File: src/rtl/instruction_fetch_pkg.sv
// Shared definitions for the instruction fetch stage: word width, reserved
// encodings, FSM state type and the queue entry layout.
package instruction_fetch_pkg;

  localparam int unsigned INTERNAL_BITS = 32;
  localparam int unsigned OPCODE        = 6;

  // HLT is the all-ones primary opcode with a zero body; NOP is the all-zero word.
  localparam logic [INTERNAL_BITS-1:0] HLT     = 32'hFC00_0000;
  localparam logic [INTERNAL_BITS-1:0] NOP     = '0;
  localparam logic [INTERNAL_BITS-1:0] PC_STEP = 32'd4;

  typedef enum logic [2:0] {
    StIdle  = 3'd0,
    StFetch = 3'd1,
    StWait  = 3'd2,
    StDrain = 3'd3,
    StHalt  = 3'd4
  } if_state_e;

  typedef struct packed {
    logic [INTERNAL_BITS-1:0] word;
    logic [INTERNAL_BITS-1:0] pc;
  } if_entry_t;

  function automatic logic is_halt(input logic [INTERNAL_BITS-1:0] word);
    return word == HLT;
  endfunction

endpackage

File: src/rtl/instruction_fetch_queue.sv
// Power-of-two FIFO of {word, pc} entries between fetch and decode.
// Clear has priority over push and pop; the caller never pushes when full.
module fetch_queue
  import instruction_fetch_pkg::*;
#(
  parameter int unsigned Depth = 2,
  parameter int unsigned CntW  = $clog2(Depth + 1)
) (
  input  logic            clk_i,
  input  logic            rst_i,
  input  logic            push_i,
  input  logic            pop_i,
  input  logic            clear_i,
  input  if_entry_t       entry_i,
  output if_entry_t       head_o,
  output logic [CntW-1:0] count_o,
  output logic            empty_o
);

  localparam int unsigned PtrW = $clog2(Depth);

  if_entry_t       mem_q [Depth];
  logic [PtrW-1:0] wr_ptr_q;
  logic [PtrW-1:0] rd_ptr_q;
  logic [CntW-1:0] count_q;

  // Pointers wrap naturally because Depth is a power of two.
  always_ff @(posedge clk_i or posedge rst_i) begin
    if (rst_i) begin
      wr_ptr_q <= '0;
      rd_ptr_q <= '0;
      count_q  <= '0;
    end else if (clear_i) begin
      wr_ptr_q <= '0;
      rd_ptr_q <= '0;
      count_q  <= '0;
    end else begin
      if (push_i) wr_ptr_q <= wr_ptr_q + PtrW'(1);
      if (pop_i)  rd_ptr_q <= rd_ptr_q + PtrW'(1);
      case ({push_i, pop_i})
        2'b10:   count_q <= count_q + CntW'(1);
        2'b01:   count_q <= count_q - CntW'(1);
        default: count_q <= count_q;
      endcase
    end
  end

  always_ff @(posedge clk_i) begin
    if (push_i && !clear_i) mem_q[wr_ptr_q] <= entry_i;
  end

  assign head_o  = mem_q[rd_ptr_q];
  assign count_o = count_q;
  assign empty_o = (count_q == '0);

endmodule

File: src/rtl/instruction_fetch.sv
// Instruction fetch stage: PC sequencing, single-outstanding imem requests,
// flush/redirect with drain of an in-flight request, and stop after HLT.
module instruction_fetch
  import instruction_fetch_pkg::*;
#(
  parameter int unsigned              QDEPTH   = 2,
  parameter logic [INTERNAL_BITS-1:0] RESET_PC = '0
) (
  input  logic                     clk,
  input  logic                     rst,
  output logic                     imem_req,
  output logic [INTERNAL_BITS-1:0] imem_addr,
  input  logic                     imem_ready,
  input  logic [INTERNAL_BITS-1:0] imem_rdata,
  input  logic                     stall,
  input  logic                     IF_flush,
  input  logic [INTERNAL_BITS-1:0] redirect_pc,
  output logic [INTERNAL_BITS-1:0] instr,
  output logic [INTERNAL_BITS-1:0] instr_pc,
  output logic                     instr_valid,
  output logic                     halt_seen
);

  localparam int unsigned CntW = $clog2(QDEPTH + 1);

  if_state_e                state_q;
  logic [INTERNAL_BITS-1:0] pc_q;
  logic [INTERNAL_BITS-1:0] drain_addr_q;
  logic                     halt_q;

  logic [CntW-1:0] count;
  logic            q_empty;
  if_entry_t       head;
  if_entry_t       push_entry;
  logic            push;
  logic            pop;

  always_comb begin
    imem_req  = 1'b0;
    imem_addr = pc_q;
    unique case (state_q)
      StFetch: imem_req = (count < CntW'(QDEPTH));
      StWait:  imem_req = 1'b1;
      StDrain: begin
        imem_req  = 1'b1;
        imem_addr = drain_addr_q;
      end
      default: ;
    endcase
  end

  // A flush squashes both the arriving response and any pop in the same cycle.
  always_comb begin
    push = imem_req && imem_ready && !IF_flush &&
           ((state_q == StFetch) || (state_q == StWait));
    pop  = !q_empty && !stall && !IF_flush;
    push_entry.word = imem_rdata;
    push_entry.pc   = pc_q;
  end

  always_ff @(posedge clk or posedge rst) begin
    if (rst) begin
      state_q      <= StIdle;
      pc_q         <= RESET_PC;
      drain_addr_q <= RESET_PC;
      halt_q       <= 1'b0;
    end else if (IF_flush) begin
      pc_q   <= redirect_pc;
      halt_q <= 1'b0;
      // An unanswered request must still complete before fetching resumes.
      if (imem_req && !imem_ready) begin
        state_q      <= StDrain;
        drain_addr_q <= imem_addr;
      end else begin
        state_q <= StFetch;
      end
    end else begin
      unique case (state_q)
        StIdle: state_q <= StFetch;
        StFetch, StWait: begin
          if (push) begin
            pc_q <= pc_q + PC_STEP;
            if (is_halt(imem_rdata)) begin
              state_q <= StHalt;
              halt_q  <= 1'b1;
            end else begin
              state_q <= StFetch;
            end
          end else if (imem_req) begin
            state_q <= StWait;
          end
        end
        StDrain: if (imem_ready) state_q <= StFetch;
        StHalt:  state_q <= StHalt;
        default: state_q <= StIdle;
      endcase
    end
  end

  fetch_queue #(
    .Depth (QDEPTH),
    .CntW  (CntW)
  ) u_queue (
    .clk_i   (clk),
    .rst_i   (rst),
    .push_i  (push),
    .pop_i   (pop),
    .clear_i (IF_flush),
    .entry_i (push_entry),
    .head_o  (head),
    .count_o (count),
    .empty_o (q_empty)
  );

  assign instr_valid = !q_empty;
  assign instr       = q_empty ? NOP : head.word;
  assign instr_pc    = q_empty ? '0 : head.pc;
  assign halt_seen   = halt_q;

endmodule

File: config.mk
export PLATFORM = sky130hd
export DESIGN_NAME = instruction_fetch
export DESIGN_NICKNAME = d
export VERILOG_FILES = /design/src/rtl/instruction_fetch_pkg.sv /design/src/rtl/instruction_fetch_queue.sv /design/src/rtl/instruction_fetch.sv
export SDC_FILE = /design/constraint.sdc
export NUM_CORES = 1
export LEC_CHECK = 0
export ABC_AREA = 1
export CORE_ASPECT_RATIO = 0.9
export CORE_MARGIN = 2
export CORE_UTILIZATION = 50
export DETAILED_ROUTE_END_ITERATION = 8
export PLACE_DENSITY = 0.77
export SLEW_MARGIN = 15
export SYNTH_ARGS = -nofsm -noshare
export SYNTH_HDL_FRONTEND = slang
export SYNTH_SLANG_ARGS = --single-unit
File: constraint.sdc
create_clock -name clk -period 8 [get_ports clk]
set_input_delay 1.2 -clock clk [delete_from_list [all_inputs] [get_ports clk]]
set_output_delay 1.2 -clock clk [all_outputs]
set_load 0.01 [all_outputs]
==> metrics.txt <==
Root Buffer Master=clkbuf_16; Final Hold Vio Count=0; syn nets=1017; Max Transition Viols Final=0; Worst Path Max Fanout=65; Post-Route Setup TNS=0 ns; Placer Congestion=0.932; pwr/cell area=324 nW/um2; critical path's largest stage delay=0.90 ns; worst path cell trace=buf_4 -> inv_2 -> nand2_1 -> a21oi_1 -> clkdlybuf4s50_1; Max clock buf depth=2; core area=between 15000 and 20000 um2; combinational power share=0.372; Final min period=4.32 ns; CP startpoint kind=flop; Sw Share=0.349; most frequent cells in the layout=336 x nand2_1, 167 x clkdlybuf4s50_1, 128 x edfxtp_1, 71 x dfrtp_1, 68 x a21oi_1; count of state elements after synthesis=200; Area growth syn-to-layout=27.3%; Req. time, crit path=approximately 6.8 ns; WS Path Type=reg -> out; Synth Cell Area=9080 um2; CP delay by family, top=buffers and inverters; largest net degree at the start of global routing=73; post-route ant nets=0; Worst Skew=0.0130 ns; Distinct cells, synth=31; H-tree levels=4; Max Fclk=0.231 GHz; Routed WL=between 20000 and 25000 um; total CTS buffers=17; max_slew headroom=0.257; CTS Sinks=200; most common cell after layout, fill and taps aside=nand2_1; Worst Path Arrival=3.12 ns; Multi-input gate area=around 3000 um2; DR iter-0 viols=637; Clk pwr share=0.238; # setup viols final=0; Sequential Power Share=0.390; internal power=around 2.4 mW; Worst-Skew Late Latency=0.44 ns; Post-Synthesis Cells=947; CP max-delay cell=inv_2; Vias/cell=5.34; hold crit path type=reg -> reg; Vias=7225; PortBufs=167; Setup crit end kind=primary output; Post-CTS Resized=0; Tcrit/Tclk final=0.540; # DRC=0; Pre-antenna DRT Iters=7; Tot GR Track Use=0.234; routed len/inst=16.6 um; Net Sw Power=about 1.3 mW; Reg2Reg Depth=6; layout cell share with drive strength beyond 1=0.0764; initial antenna violation count=0; MaxCap Viol Count=0; hold_buf cts=0; Total Power=3.75 mW; postcts setup bufs=0; synthesized area per cell=between 9 and 10 um2; YS warnings=0; Initial Util=0.512; final net count=around 1200; storage element area=5650 um2; vias in the first global route=approximately 6600; Buf+Inv Stages, Crit Path=3; clk slew on worst S/H paths=0.07 ns; Fillers=1406; Ports=168; fraction of the yosys area taken by sequential cells=0.621; Die Footprint=19300 um2; RSZ-0062 raised after global routing=false; Crit path depth=5; Die W=between 100 and 150 um; Rows=46; Post-DP HPWL=14900 um; Worst-Margin Slew=1.11 ns; Congestion Overflow GR=0; CTS tree=yes; VDD IR max=0.204 mV; Leak=between 4 and 5 nW; Antenna diodes=0; Die H=132 um; Hold Crit Depth=2; outcome=complete, no violations; first-pass GRT wire length=35400 um
## synthesized netlist by cell type (all sizes together)
master,count,area (um2)
nand2,339,1280
edfxtp,128,3840
dfrtp,72,1800
a21oi,68,340
inv,67,256
nor2,67,262
o21ai,54,270
nand3,53,278
mux2,29,327
clkbuf,28,106
buf,13,97.6
o211ai,9,67.6
nor3,6,41.3
nand4,5,31.3
xor2,5,43.8
a211oi,1,7.51
a31oi,1,6.26
ha,1,12.5
o21bai,1,7.51
## through the flow
stage	worst slack, ns	util	cell area, um2	instances	hold WS, ns
5_1_grt	3.48	0.652	11600	1352	0.506
3_3_place_gp	4.17	0.617	10900	1320	0.451
4_1_cts	3.67	0.652	11600	1352	0.491
3_5_place_dp	4.12	0.617	10900	1320	0.469
2_1_floorplan	3.05	-	9080	947	0.441
6_report	3.68	0.652	11600	1352	0.487
## logic make-up after synthesis
logic type | Yosys count | share of synthesized area
DFF | 200 | 0.621
and+or+nand+nor | 470 | 0.209
AOI/OAI and AO/OA | 134 | 0.0770
adders and majority gates | 1 | 0.00138
buffers and inverters | 108 | 0.0507
muxes | 29 | 0.0359
xor gates and xnor gates | 5 | 0.00482
## cell type report
cell class | count | share of cell area
sequential | 200 | 0.488
tap | 240 | 0.0260
inverter | 67 | 0.0222
clock inverter | 15 | 0.0175
clock buffer | 17 | 0.0368
timing repair buffer | 174 | 0.149
multi-input combinational | 639 | 0.260
## state kept, by name, summed over array words and instances (netlist names)
name and flops:
u_queue.count_o 2, halt_seen 1, state_q 3, u_queue.rd_ptr_q 1, pc_q 32, u_queue.mem_q 128, drain_addr_q 32, u_queue.wr_ptr_q 1
## worst register-to-register path, delay by kind of cell (launching register included)
kind	cells	cell delay, ns
buffers and inverters	1	0.67
and+or+nand+nor	5	0.68
DFF	1	0.46
## per-layer routing
layer,track usage,vias up,part of all wire
met1,0.350,3405,0.46
met2,0.349,327,0.45
met4,0.0609,0,0.017
met5,0,-,0
met3,0.0533,32,0.080
li1,-,3461,-
## power by group through the flow
stage,clock network (mW),logic (mW),registers [mW]
after floorplan,0,0.751,1.43
after global placement,0,1.38,1.47
after detailed placement,0,1.39,1.48
after CTS,0.902,1.41,1.46
after global routing,0.946,1.52,1.49
final,0.892,1.40,1.46
## worst paths after layout
check                                  endpoint                from  slack (ns)
setup / recovery                   instr_pc[12]    u_queue.rd_ptr_q        3.68
hold / removal                        halt_seen           halt_seen        0.49
setup reg to reg           u_queue.mem_q[0][12]  u_queue.count_o[1]        5.78
hold reg to reg                       halt_seen           halt_seen        0.49
max in group asynchronous      u_queue.rd_ptr_q                 rst        5.99
min in group asynchronous       drain_addr_q[1]                 rst        1.37
Power figures use the tool's default switching activity.
